==> config.mk <==
export PLATFORM = sky130hd
export DESIGN_NAME = dm_access_arbiter
export DESIGN_NICKNAME = d
export VERILOG_FILES = /design/src/rtl/dm_pkg.sv /design/src/rtl/dm_lane_align.sv /design/src/rtl/dm_access_arbiter.sv
export SDC_FILE = /design/constraint.sdc
export NUM_CORES = 1
export LEC_CHECK = 0
export ABC_AREA = 1
export CAP_MARGIN = 25
export CORE_AREA = 2 2 162 164
export DETAILED_ROUTE_END_ITERATION = 16
export DIE_AREA = 0 0 164 166
export GPL_TIMING_DRIVEN = 0
export PLACE_DENSITY = 0.72
export SETUP_SLACK_MARGIN = 0.15
export SYNTH_ARGS = -nofsm -noshare
export SYNTH_HDL_FRONTEND = slang
export SYNTH_SLANG_ARGS = --single-unit
export TNS_END_PERCENT = 5
==> constraint.sdc <==
create_clock -name clk -period 2.4 [get_ports clk]
set_clock_uncertainty 0.1 [all_clocks]
set_input_delay 0.48 -clock clk [delete_from_list [all_inputs] [get_ports clk]]
set_output_delay 0.48 -clock clk [all_outputs]
set_load 0.05 [all_outputs]
==> src/rtl/dm_pkg.sv <==
// Shared definitions for the data-memory access arbiter: size codes, FSM states,
// byte-enable constants and the latched command record.
package dm_pkg;

    localparam logic [1:0] SZ_BYTE = 2'b00;
    localparam logic [1:0] SZ_HALF = 2'b01;
    localparam logic [1:0] SZ_WORD = 2'b10;

    localparam logic [3:0] BE_NONE    = 4'b0000;
    localparam logic [3:0] BE_BYTE0   = 4'b0001;
    localparam logic [3:0] BE_HALF_LO = 4'b0011;
    localparam logic [3:0] BE_HALF_HI = 4'b1100;
    localparam logic [3:0] BE_WORD    = 4'b1111;

    typedef enum logic [1:0] {
        ST_IDLE   = 2'd0,
        ST_ACCESS = 2'd1,
        ST_RESP   = 2'd2
    } dm_state_e;

    typedef struct packed {
        logic        we;
        logic [31:0] addr;
        logic [31:0] wdata;
        logic [1:0]  size;
        logic        sext;
        logic [31:0] pc;
    } dm_cmd_t;

endpackage

==> src/rtl/dm_lane_align.sv <==
// Combinational lane logic: byte enables, misalignment flag and extended load data
// from access size and the two low address bits.
module dm_lane_align
    import dm_pkg::*;
(
    input  logic [1:0]  size,
    input  logic [1:0]  addr_lo,
    input  logic [31:0] rword,
    input  logic        sext,
    output logic [3:0]  be,
    output logic        misaligned,
    output logic [31:0] rdata_ext
);

    logic [7:0]  byte_sel;
    logic [15:0] half_sel;

    assign byte_sel = rword[{addr_lo, 3'b000} +: 8];
    assign half_sel = addr_lo[1] ? rword[31:16] : rword[15:0];

    // Halves ignore addr[0] and words ignore addr[1:0], so a misaligned access
    // naturally lands on the forced-aligned lanes.
    always_comb begin
        be         = BE_WORD;
        misaligned = 1'b0;
        rdata_ext  = rword;
        case (size)
            SZ_BYTE: begin
                be        = BE_BYTE0 << addr_lo;
                rdata_ext = {{24{sext & byte_sel[7]}}, byte_sel};
            end
            SZ_HALF: begin
                be         = addr_lo[1] ? BE_HALF_HI : BE_HALF_LO;
                misaligned = addr_lo[0];
                rdata_ext  = {{16{sext & half_sel[15]}}, half_sel};
            end
            default: begin
                be         = BE_WORD;
                misaligned = |addr_lo;
                rdata_ext  = rword;
            end
        endcase
    end

endmodule

==> src/rtl/dm_access_arbiter.sv <==
// Two-port sequencer in front of the single-ported data memory: arbitrates between
// the CPU (port 0) and a loader/debug master (port 1), one access every three cycles.
module dm_access_arbiter
    import dm_pkg::*;
#(
    parameter int CPU_PRIORITY    = 0,
    parameter int ERR_ON_MISALIGN = 1
) (
    input  logic        clk,
    input  logic        reset,
    input  logic        req0,
    input  logic        we0,
    input  logic [31:0] addr0,
    input  logic [31:0] wdata0,
    input  logic [1:0]  size0,
    input  logic        sext0,
    input  logic [31:0] pc0,
    input  logic        req1,
    input  logic        we1,
    input  logic [31:0] addr1,
    input  logic [31:0] wdata1,
    input  logic [1:0]  size1,
    input  logic        sext1,
    output logic        ack0,
    output logic [31:0] rdata0,
    output logic        ack1,
    output logic [31:0] rdata1,
    output logic        err,
    output logic        cpu_stall,
    output logic [31:0] dm_address,
    output logic [31:0] dm_data_in,
    output logic        dm_write,
    output logic [3:0]  BE,
    output logic [31:0] pc_now,
    input  logic [31:0] dm_data_out
);

    localparam bit ERR_EN  = (ERR_ON_MISALIGN != 0);
    localparam bit PRIO_EN = (CPU_PRIORITY != 0);

    dm_state_e   state_reg, state_next;
    dm_cmd_t     cmd_reg;
    logic        owner_reg;
    logic        last_reg;
    logic        err_reg;
    logic [31:0] rdata_reg;

    logic        any_req;
    logic        grant1;
    logic        resp_active;
    logic        bad_access;
    logic [3:0]  lane_be;
    logic        lane_mis;
    logic [31:0] lane_rdata;
    logic [1:0]  ack_vec;
    logic [31:0] rdata_vec [2];

    assign any_req = req0 | req1;
    // Round-robin: on a tie the port that was not granted last time wins.
    assign grant1  = req1 & (~req0 | (~PRIO_EN & ~last_reg));

    dm_lane_align u_align (
        .size       (cmd_reg.size),
        .addr_lo    (cmd_reg.addr[1:0]),
        .rword      (dm_data_out),
        .sext       (cmd_reg.sext),
        .be         (lane_be),
        .misaligned (lane_mis),
        .rdata_ext  (lane_rdata)
    );

    assign bad_access = ERR_EN & lane_mis;

    always_ff @(posedge clk or negedge reset) begin
        if (!reset) begin
            state_reg <= ST_IDLE;
        end else begin
            state_reg <= state_next;
        end
    end

    always_comb begin
        state_next = state_reg;
        case (state_reg)
            ST_IDLE:   if (any_req) state_next = ST_ACCESS;
            ST_ACCESS: state_next = ST_RESP;
            ST_RESP:   state_next = ST_IDLE;
            default:   state_next = ST_IDLE;
        endcase
    end

    // dm_write decodes straight from state so an asynchronous reset kills it at once.
    always_comb begin
        dm_write    = 1'b0;
        BE          = BE_NONE;
        resp_active = 1'b0;
        case (state_reg)
            ST_ACCESS: begin
                dm_write = cmd_reg.we & ~bad_access;
                BE       = lane_be;
            end
            ST_RESP:   resp_active = 1'b1;
            default:   ;
        endcase
    end

    always_ff @(posedge clk or negedge reset) begin
        if (!reset) begin
            cmd_reg   <= '0;
            owner_reg <= 1'b0;
            last_reg  <= 1'b1;
            err_reg   <= 1'b0;
            rdata_reg <= '0;
        end else begin
            if (state_reg == ST_IDLE && any_req) begin
                owner_reg <= grant1;
                last_reg  <= grant1;
                if (grant1) begin
                    cmd_reg <= '{we: we1, addr: addr1, wdata: wdata1,
                                 size: size1, sext: sext1, pc: 32'h0};
                end else begin
                    cmd_reg <= '{we: we0, addr: addr0, wdata: wdata0,
                                 size: size0, sext: sext0, pc: pc0};
                end
            end
            if (state_reg == ST_ACCESS) begin
                rdata_reg <= bad_access ? 32'h0 : lane_rdata;
                err_reg   <= bad_access;
            end
        end
    end

    for (genvar gi = 0; gi < 2; gi++) begin : g_port
        assign ack_vec[gi]   = resp_active && (owner_reg == 1'(gi));
        assign rdata_vec[gi] = ack_vec[gi] ? rdata_reg : 32'h0;
    end

    assign ack0       = ack_vec[0];
    assign ack1       = ack_vec[1];
    assign rdata0     = rdata_vec[0];
    assign rdata1     = rdata_vec[1];
    assign err        = resp_active & err_reg;
    assign cpu_stall  = req0 & ~ack0;
    assign dm_address = {cmd_reg.addr[31:2], 2'b00};
    assign dm_data_in = cmd_reg.wdata;
    assign pc_now     = cmd_reg.pc;

endmodule

==> metrics list, run 1 <==
- Once placement finished, the instance area stood at approximately 0.012 mm².
- Max-slew violation count: 0
* Worst hold stages: 2
- Outcome: complete, no violations
* Leftover overflow at the end of global routing: 0
- Critical Path Max Stage Delay: between 0.3 and 0.4 ns
- Data on the critical path arrives at its endpoint at 1.81 ns.
- The H-tree was split into 4 levels.
* CTS tree: done
* Total routed wirelength: about 29 mm
* Total Neg Setup Slack: 0 ns
- The design draws about 0.019 W.
* Antenna violations before repair: 1
- In the final routed layout, each cell accounts on average for between 15 and 20 µm.
- The largest individual stage delay along the critical path comes from the cell sky130_fd_sc_hd__dfrtp_1.
* Count of non-filler cells in the finished layout: approximately 1800
- DRT iter0 DRCs: a little under 500
* Number of failing hold endpoints at the final stage: 0
- Syn Std Cell Area: between 0.007 and 0.008 mm²
* Area leader, netlist: sky130_fd_sc_hd__dfrtp_1
- Number of vias after detailed routing: 8162
- Count of maximum capacitance violations: 0
- Summed over all nets, the half-perimeter wirelength after detailed placement is 22.0 mm.
- Site row count: 59
* Boundary Pins: about 370
* Final-layout fill cell count: about 2500
- In this run the most critical hold path is launched from last_reg.
- The worst-case IR drop observed on VDD is 943 µV.
* CTS buffer count: 17
- Across all setup checks in the final design, the least slack found is between 0.01 and 0.015 ns.
* Launch instance of the worst register-to-register path: state_reg[0]
- Summing all non-filler instances in the final layout gives an area of 0.0133 mm².
* Clock sink count: ~140
- The area growth from synthesis to layout is 75.4%.
* End point of the worst hold path: last_reg
* Floorplan die width: roughly 160 µm
- The region available for standard cell placement spans ~0.026 mm².
- Met1 track demand over resource: 25.3%
* Kind of critical path: reg2out
- The share of the Yosys chip area taken by registers is between 40% and 50%.
* Commonest non-fill, non-tap cell in the layout: sky130_fd_sc_hd__nand2_1
* Effective utilization at floorplan: between 20 and 30%
- The via count of the first global-routing pass came to 8267.
- Derived from the worst setup path, the maximum achievable clock frequency is 0.419 GHz.
* Overall Global Routing Usage: 21.3%
* Gate count after technology mapping: approximately 1000
- For this run, global-route usage on met2 was measured as 36.8%.
- met2 is the most crowded layer.
- The worst register-to-register path has a setup slack of 0.53 ns.
- The first global-routing pass estimated between 40 and 50 mm of wire.
- Maximum fanout encountered on the critical timing path: 5
- The longest clock path from root to sink contains 2 buffers.
- Synth Register Bits: around 140
- Buffers on Ports: 370
* Tightest Pin Transition: around 0.65 ns
- Die area: ~0.027 mm²
- Timing analysis after detailed placement gives a worst setup slack of -0.507 ns.
- The pre-antenna-repair detailed-routing pass consisted of 5 iterations.
- Syn_area_per_cell: 7.41 µm²
- The tightest min-delay check is of the reg2reg type.
- Setup violations remaining at the end of the flow were counted as 0.
* Area contributors post-synth: sky130_fd_sc_hd__dfrtp_1, sky130_fd_sc_hd__nand2_1, sky130_fd_sc_hd__buf_4
- The top cell type by area accounts for a little under half of the synthesized area.
* Later-pin clock latency in the skew report: between 0.4 and 0.5 ns
- Routability congestion estimate from global placement: just under 0.9
- Ordered cell list for the critical path: inv_2, nand2_4, nor2_4, clkinvlp_4, buf_12, buf_12, nor2_4, buf_8
* Final period util: 99.4%
- Met3 capacity usage during global routing: ~5.5%
- After detailed routing, the number of remaining DRC violations is 0.
- RSZ-0062 raised after global routing: yes
- Die span in y: 166 µm
* Count of different cell masters after synthesis: 26
* Headroom to the max-slew limit: between 50 and 60%
- Cell count of the worst reg-to-reg path: 10
* Layout net count: 1636
* Power per Cell Area: around 1400 mW/mm²
- Leakage Power: around 6.2 nW
* Largest net degree at the start of global routing: 79
- For the worst setup path, the data required time is between 1.5 and 2 ns.
- Min Clock Period, post-route: roughly 2.4 ns
* Top library cells by usage in the layout, fill and taps aside: sky130_fd_sc_hd__nand2_1, sky130_fd_sc_hd__buf_4, sky130_fd_sc_hd__clkdlybuf4s50_1, sky130_fd_sc_hd__o21ai_0, sky130_fd_sc_hd__dfrtp_1
- For this run, the number of Yosys warnings is 0.
- Number of instances in the placed design: roughly 1700
* Clock Tree Root: sky130_fd_sc_hd__clkbuf_16
* Endpoint of the worst-slack reg-to-reg timing path: cmd_reg[67]
- CTS clk-pin slew, worst paths: around 0.060 ns
- The worst setup path is launched from a register.
- The post-route netlist has a little under a third of its cells at a drive strength greater than 1.
- CP Capture Type: primary output
- DR vias/cell: 4.58
- Antenna violation net count after detailed routing: 0
-- metal layers --
metal / vias to the layer above / wire length (µm) / share of wire, %
met5: - / 0 / 0
met2: 375 / 14600 / 50
met4: 0 / 769 / 2.6
li1: 3947 / - / -
met1: 3795 / 11300 / 39
met3: 45 / 2350 / 8.1
-- power by group --
group	switching (W)	internal [W]	leakage [nW]
logic	0.00769	0.00441	4.16
clock network	0.00116	0.00166	0.306
registers	0.000610	0.00342	1.71
total	0.00946	0.00949	6.17
-- metrics by stage --
step                hold slack [ns]  utilization [%]
floorplan                    0.0844                -
global placement              0.355             47.5
detailed placement            0.366             47.6
CTS                           0.375             51.3
global route                  0.401             51.7
finish                        0.370             51.7
-- critical path: cells and delay by family (launching register included) --
family | cells | cell delay [ns]
buffers and inverters | 5 | 0.71
DFF | 1 | 0.38
and+or+nand+nor | 3 | 0.28
-- repair_timing --
action,CTS,global route
cloned,6,0
setup endpoints to repair,167,72
hold endpoints to repair,59,0
hold buffers,1,0
resized for setup,652,31
buffers inserted,11,3
pin swaps,27,24
-- cells by family (layout without fill, tap and decap cells) --
| family | Yosys count | in the layout | synth area share (%) |
|---|---|---|---|
| DFF | 137 | 137 | 45.4 |
| and+or+nand+nor | 467 | 467 | 24.4 |
| buffers and inverters | 209 | 633 | 16.3 |
| other | 1 | 3 | 0.0496 |
| AOI/OAI and AO/OA | 206 | 206 | 13.9 |
-- cell usage after synthesis (all sizes together) --
master,number
a21oi,17
conb,1
nand3,18
dfstp,1
buf,127
o211ai,1
nor2,164
o21ai,183
dfrtp,136
inv,54
o22ai,5
clkbuf,28
nand2,285
-- worst max-delay path by stage --
| stage | startpoint | endpoint | slack, ns | depth (start not counted) |
|---|---|---|---|---|
| 3_3_place_gp | reset | dm_address[18] | -5.11 | 1 |
| 2_1_floorplan | state_reg[0] | rdata1[11] | 0.04 | 6 |
| 6_report | state_reg[0] | rdata0[13] | 0.01 | 8 |
| 4_1_cts | state_reg[0] | rdata0[11] | -0.002 | 8 |
| 5_1_grt | state_reg[0] | rdata0[10] | -0.07 | 8 |
| 3_5_place_dp | state_reg[0] | rdata1[11] | -0.51 | 7 |
-- area by class of cell --
cell class / count / area (µm²) / area share [%]
Tap cell: 335 / 419 / 3.16
Timing Repair Buffer: 392 / 3980 / 30.1
Antenna cell: 1 / 2.50 / 0.0189
Inverter: 54 / 213 / 1.60
Clock inverter: 15 / 189 / 1.43
Buffer: 155 / 1170 / 8.81
Sequential cell: 137 / 3430 / 25.9
Clock buffer: 17 / 425 / 3.21
Multi-Input combinational cell: 675 / 3420 / 25.8
Note: power is estimated with default switching activity, not from simulation.
==> inputs of run 2 (changes only) <==
TNS_END_PERCENT = 100   (was 5)
==> run 2 against run 1 <==
Net effect:
- the run now ends with negative setup slack left
- global-route usage shrank 0.31 points
- sequential power is essentially flat
- count of clock-buffer cells in the layout is the same
- setup slack lost 0.049 ns
- cell count grew 0.11%
- cell area grew 1.3%
- clock power shrank 4%
- total power shrank 1.9%
- via count shrank 1.2%
- hold slack lost 0.00097 ns
- register-to-register slack gained 0.03 ns
- largest cell class unchanged
- highest routed layer is now met5
==> metrics list, run 2 (synthesis gave the netlist of run 1 again) <==
* Boundary Pins: around 370
- STA puts the critical path data required time at about 1.8 ns.
- Critical path startpoint category: register
* Number of global-route vias before repair: approximately 8300
- Largest net degree at the start of global routing: between 70 and 80
* Placed Area: 0.0122 mm²
- The number of hold violations in the final report is 0.
* Count of maximum capacitance violations: 0
- Final period util: 101%
- Effective utilization at floorplan: between 20 and 30%
- Clock sink count: about 140
- HP Class: reg2reg
- Final setup violation count: 8
* Fmax: ~0.4 GHz
- RSZ-0062 raised after global routing: yes
- The die covers around 0.027 mm².
- Clock latency on the worst-skew pair, taken at its later pin, is between 0.4 and 0.5 ns.
- Worst Hold Margin: between 0.3 and 0.4 ns
- Of the total power, the clock network draws between 10% and 20%.
- Of the total power, the share spent switching nets is approximately half.
- Buffers on Ports: 370
* Top library cells by usage in the layout, fill and taps aside: sky130_fd_sc_hd__nand2_1, sky130_fd_sc_hd__clkdlybuf4s50_1, sky130_fd_sc_hd__o21ai_0, sky130_fd_sc_hd__dfrtp_1, sky130_fd_sc_hd__buf_4
* DRT iter0 DRCs: around 400
- In this run, flip-flops and latches consume a little over a fifth of the power.
- Leakage Power: 6.30 nW
* Site row count: about 60
* Routability congestion estimate from global placement: between 0.8 and 0.9
* Layout net count: around 1600
* Commonest non-fill, non-tap cell in the layout: sky130_fd_sc_hd__nand2_1
- Arrival time of data at the critical path endpoint: 1.86 ns
- The die is around 170 µm tall.
* Max-slew violation count: 0
* Synthesis-to-finish area growth: 77.7%
- The multi-input combinational cells in the finished layout cover a total of about 0.0035 mm².
* Power per Cell Area: 1380 mW/mm²
- For this design the total switching power over the nets is 0.00943 W.
- The worst setup path is captured at a primary output.
* Post-detailed-placement half-perimeter wirelength: around 22 mm
* Min Clock Period, post-route: 2.44 ns
- CTS buffer count: 17
* Antenna violations before repair: 2
- The root buffer cell chosen for the clock tree is sky130_fd_sc_hd__clkbuf_16.
- CTS H-Tree Depth: 4
- After filler insertion, the fill cell instance count of the layout stands at ~2400.
- Headroom to the max-slew limit came out at between 50 and 60%.
- Floorplan die width: around 160 µm
- Seq. cell area: 0.00343 mm²
* Detail-routed net length per standard cell: 16.3 µm
* Final instance area: ~0.013 mm²
* Outcome: finished, violations left
- Setup total negative slack on the finished layout was measured at -0.0518 ns.
* Number of diodes added for antenna fixing: 0
- After detailed routing, the number of vias per cell comes to around 4.5.
- CTS clk-pin slew, worst paths: 0.06 ns
* Overall Global Routing Usage: 21.0%
- Summed over all layers, the routed wires come to approximately 29 mm.
- The first global-routing pass estimated about 44 mm of wire.
- In the routed design, unresolved DRC markers number 0.
- Peak VDD IR: 684 µV
* Max Buffers Root-to-Sink: 2
- Overall power consumption after layout is estimated at between 0.015 and 0.02 W.
- The pre-antenna-repair detailed-routing pass consisted of 5 iterations.
* Proportion of layout cells with a drive suffix above 1: between 20% and 30%
* Violated checks: negative setup slack
* Kind of critical path: reg2out
- Leftover overflow at the end of global routing: 0
- TritonCTS built the clock tree.
- Tightest Pin Transition: 0.707 ns
* Number of vias after detailed routing: 8062
- Along the worst path, the maximum fanout reaches 8.
- After floorplanning, the core was sized to cover 0.0256 mm².
* Number of instances in the placed design: approximately 1700
- In this run, the combinational gates consume 63.7% of the power.
- Antenna violation net count after detailed routing: 0
- Final Worst Setup Slack: -0.0351 ns
- Count of non-filler cells in the finished layout: ~1800
* Power Internal: just over 0.009 W
[run 2: cell count changes in the layout (fill, tap and decap cells not counted), sizes merged]
| cell | change |
|---|---|
| bufbuf | -1 |
| buf | -93 |
| clkinvlp | +1 |
| diode | -1 |
| clkbuf | +3 |
| inv | +1 |
| dlygate4sd2 | +94 |
| clkinv | -1 |
| bufinv | -1 |
[run 2: final cells by class]
| class | instances | area share (%) |
|---|---|---|
| Buffer | 155 | 8.91 |
| Timing Repair Buffer | 395 | 30.7 |
| Multi-Input combinational cell | 675 | 25.8 |
| Clock inverter | 15 | 1.22 |
| Inverter | 54 | 1.58 |
| Clock buffer | 17 | 3.17 |
| Sequential cell | 137 | 25.5 |
| Tap cell | 335 | 3.12 |
[run 2: metrics by stage]
step | worst slack (ns) | util (%)
after floorplan | 0.0702 | -
after global placement | -5.07 | 47.5
after CTS | -0.0673 | 51.3
after detailed placement | -0.464 | 47.6
final | -0.0351 | 52.4
after global routing | -0.119 | 52.4
[run 2: worst paths after layout]
| kind | startpoint | to | slack [ns] | depth (start not counted) |
|---|---|---|---|---|
| min | last_reg | last_reg | 0.37 | 2 |
| max in group asynchronous | reset | dm_data_in[23] | 0.87 | 3 |
| min in group asynchronous | reset | pc_now[22] | 0.52 | 2 |
| max reg2reg | last_reg | dm_data_in[2] | 0.56 | 6 |
| max | state_reg[0] | rdata0[28] | -0.04 | 8 |
| min reg2reg | last_reg | last_reg | 0.37 | 2 |
[run 2: critical path: stages, from the launching register on]
cell                         delay, ns
sky130_fd_sc_hd__dfrtp_1          0.39
sky130_fd_sc_hd__inv_2            0.10
sky130_fd_sc_hd__nand2_4          0.08
sky130_fd_sc_hd__nor2_4           0.13
sky130_fd_sc_hd__clkinvlp_4       0.12
sky130_fd_sc_hd__buf_12           0.17
sky130_fd_sc_hd__clkbuf_16        0.18
sky130_fd_sc_hd__nor2_4           0.10
sky130_fd_sc_hd__buf_6            0.17
[run 2: metal layers]
layer / part of all wire, % / wire [µm] / up-vias / global-route usage (%)
met3: 7.3 / 2130 / 45 / 6.47
met5: 0.093 / 27 / - / 0
met1: 39 / 11400 / 3742 / 23.7
met4: 2.4 / 701 / 4 / 6.45
met2: 51 / 14800 / 318 / 37.6
li1: - / - / 3953 / -
[run 2: power by group through the flow]
stage          clock network, W  registers [W]  logic, W
6_report                0.00270        0.00404    0.0119
5_1_grt                 0.00286        0.00418    0.0127
4_1_cts                 0.00277        0.00404    0.0116
3_5_place_dp                  0        0.00406    0.0116
3_3_place_gp                  0        0.00403    0.0115
2_1_floorplan                 0        0.00388   0.00821
[run 2: timing repair]
action                     in CTS  in global routing
gates resized for setup       644                 41
setup endpoints to repair     167                 80
setup buffers                   7                 10
pin swaps                       5                 10
hold endpoints to repair       63                  0
hold buffers                    1                  0
cloned                          3                  3
==> inputs of run 3 (changes only) <==
CTS_CLUSTER_SIZE = 30   (was not set)
PLACE_DENSITY = 0.64   (was 0.72)
==> run 3 against run 2 <==
Net effect:
- the flow now finishes without violations
- total power up 0.15%
- combinational power about the same
- fmax up 3.3%
- first-iteration DRC count down 3.2%
- global-route usage about the same
- register-to-register slack worse by 0.07 ns
- cell area up 0.42%
- critical path depth unchanged
- sequential power about the same
- routed wire length down 0.77%
- die area unchanged
- hold slack worse by 0.0082 ns
==> metrics list, run 3 (synthesis gave the netlist of run 1 again) <==
- Most common cell on crit path: sky130_fd_sc_hd__nor2_4
- Fmax: 0.424 GHz
- Final routed DRC violation total: 0
- From synthesis to final layout, the design area changed by 78.5%.
- At the worst endpoint, the arrival time is 1.78 ns.
- The first routing iteration left 389 violations.
- Max Buffers Root-to-Sink: 2
- Critical path startpoint category: register
- Overall Global Routing Usage: a little over a fifth
* Clock Tree Root: sky130_fd_sc_hd__clkbuf_16
- Critical Path Max Stage Delay: between 0.3 and 0.4 ns
* CTS H-Tree Depth: 4
* Later-pin clock latency in the skew report: about 0.4 ns
- The clock period could shrink to about 2.4 ns.
* Worst setup slack for register-to-register paths: 0.49 ns
- CP Capture Type: primary output
* Routed metal-1 wirelength: 11.7 mm
- Sum of met2 wire segment lengths after detailed routing: 14.5 mm
- The via count of the first global-routing pass came to between 8000 and 9000.
- Number of buffer and inverter instances along the worst setup path: 5
- Setup repair after global routing could not meet its margin everywhere.
- Of all nets on the critical path, the largest fanout is 8.
- Leaving out fill and tap cells, the most frequent cell in the layout is sky130_fd_sc_hd__nand2_1.
* Layout net count: 1645
- Routability congestion estimate from global placement: between 0.8 and 0.9
* CTS clk-pin slew, worst paths: about 0.060 ns
- The initial utilization of the core area, before any placement, comes to slightly below 30%.
* Post-detailed-placement half-perimeter wirelength: 22.0 mm
- Number of failing hold endpoints at the final stage: 0
* Floorplan die width: around 160 µm
- In this run, placement finished with an instance count of 1727.
- After global routing the overflow that remains totals 0.
- Boundary Pins: 373
- Antenna violation net count after detailed routing: 0
- Power per Cell Area: roughly 1400 mW/mm²
- The most critical setup path has its startpoint at state_reg[0].
- Count of maximum capacitance violations: 0
* Utilization of the core after routing: between 50% and 60%
* Count of non-filler cells in the finished layout: 1789
- IR analysis of the VDD net gives a maximum drop of 748 µV.
- Max-slew violation count: 0
- In the final layout, the share of cells above drive strength 1 is 25.0%.
* Number of vias after detailed routing: roughly 8000
- In this run the critical register-to-register path is launched from state_reg[0].
- Total routed wirelength: roughly 29 mm
* End point of the critical path: rdata1[8]
* First-pass iteration count of the detailed router: 5
- At the pin with the least slew margin, the transition time is around 0.66 ns.
* DR WL met3: about 2.0 mm
- Buffers on Ports: 370
- Setup violations remaining at the end of the flow were counted as 0.
* Antenna violations before repair: 1
* Detail-routed net length per standard cell: ~16 µm
- Critical path's slowest cell: sky130_fd_sc_hd__dfrtp_1
- The first global-routing pass estimated 44.1 mm of wire.
* Largest net degree at the start of global routing: a little under 80
* Top library cells by usage in the layout, fill and taps aside: sky130_fd_sc_hd__nand2_1, sky130_fd_sc_hd__clkdlybuf4s50_1, sky130_fd_sc_hd__o21ai_0, sky130_fd_sc_hd__dfrtp_1, sky130_fd_sc_hd__buf_4
- In the routed layout, each cell is associated on average with a via count of 4.44.
- Largest delay contributor family on the critical path: buffers and inverters
- Cell count of the worst reg-to-reg path: 10
- Site row count: 59
* CTS buffer count: 17
- Clock sink count: around 140
* Kind of critical path: reg2out
- Total Neg Setup Slack: 0 ns
- Die span in y: approximately 170 µm
- Placeable core region: 0.0256 mm²
- Stages on worst setup path: 8
* Number of diodes added for antenna fixing: 0
- The worst register-to-register path ends at rdata_reg[20].
- DR top layer: met4
* Final period util: slightly below 100%
- The min-delay analysis places its worst path in the category reg2reg.
- Fill cells in the final layout number approximately 2500.
* Ordered cell list for the critical path: inv_2, nand2_4, nor2_4, clkinvlp_4, buf_12, clkbuf_16, nor2_4, buf_6
- TritonCTS built the clock tree.
* Headroom to the max-slew limit: 55.8%
- The flow ran to the end, and the final reports show no timing, DRC or antenna violations.
* Leakage Power: about 6.3 nW
* Data required time at the worst endpoint: between 1.5 and 2 ns
- Die area: ~0.027 mm²
-- run 3: layout make-up --
cell class | count | area (µm²) | area share (%)
repair buffers | 401 | 4210 | 31.2
flip-flops and latches | 137 | 3430 | 25.4
inverters | 54 | 213 | 1.58
clock inverters | 11 | 134 | 0.992
clock buffers | 21 | 470 | 3.49
well taps | 335 | 419 | 3.11
plain buffers | 155 | 1170 | 8.71
multi-input cells | 675 | 3430 | 25.5
-- run 3: worst min path at each step --
| stage | startpoint | to | slack [ns] | cells after the start |
|---|---|---|---|---|
| floorplan | reset | cmd_reg[32] | 0.08 | 0 |
| global route | last_reg | last_reg | 0.39 | 2 |
| global placement | last_reg | last_reg | 0.35 | 2 |
| detailed placement | last_reg | last_reg | 0.36 | 2 |
| CTS | last_reg | last_reg | 0.36 | 2 |
| finish | last_reg | last_reg | 0.36 | 2 |
-- run 3: tightest hold or removal path, cell delays in order (launching register included) --
cell,delay (ns)
sky130_fd_sc_hd__dfstp_2,0.37
sky130_fd_sc_hd__nand2_1,0.05
sky130_fd_sc_hd__nand2_1,0.04
-- run 3: report_power, final --
group	total (W)	switching [W]	internal, W
Sequential	0.00402	0.000606	0.00342
Clock	0.00274	0.00111	0.00164
Combinational	0.0119	0.00763	0.00423
Total	0.0186	0.00934	0.00928
-- run 3: what timing repair did --
item,4_1_cts,5_1_grt
setup endpoints to repair,167,71
endpoints found under the hold margin,61,0
pin swaps,7,11
hold buffers,1,0
buffers inserted,12,12
resized for setup,647,51
cloned,4,1
-- run 3: stage by stage --
step / setup slack, ns / area [µm²] / hold slack [ns] / total power [W]
2_1_floorplan: 0.0702 / 8050 / 0.0844 / 0.0121
3_3_place_gp: -5.24 / 12200 / 0.352 / 0.0156
3_5_place_dp: -0.423 / 12200 / 0.355 / 0.0157
4_1_cts: -0.0117 / 13200 / 0.364 / 0.0185
5_1_grt: -0.0329 / 13500 / 0.391 / 0.0198
6_report: 0.0424 / 13500 / 0.361 / 0.0186
-- run 3: layer usage --
metal | up-vias | GRT usage, %
met3 | 31 | 5.89
li1 | 3959 | -
met5 | - | 0
met2 | 278 | 36.5
met1 | 3682 | 25.0
met4 | 0 | 6.52
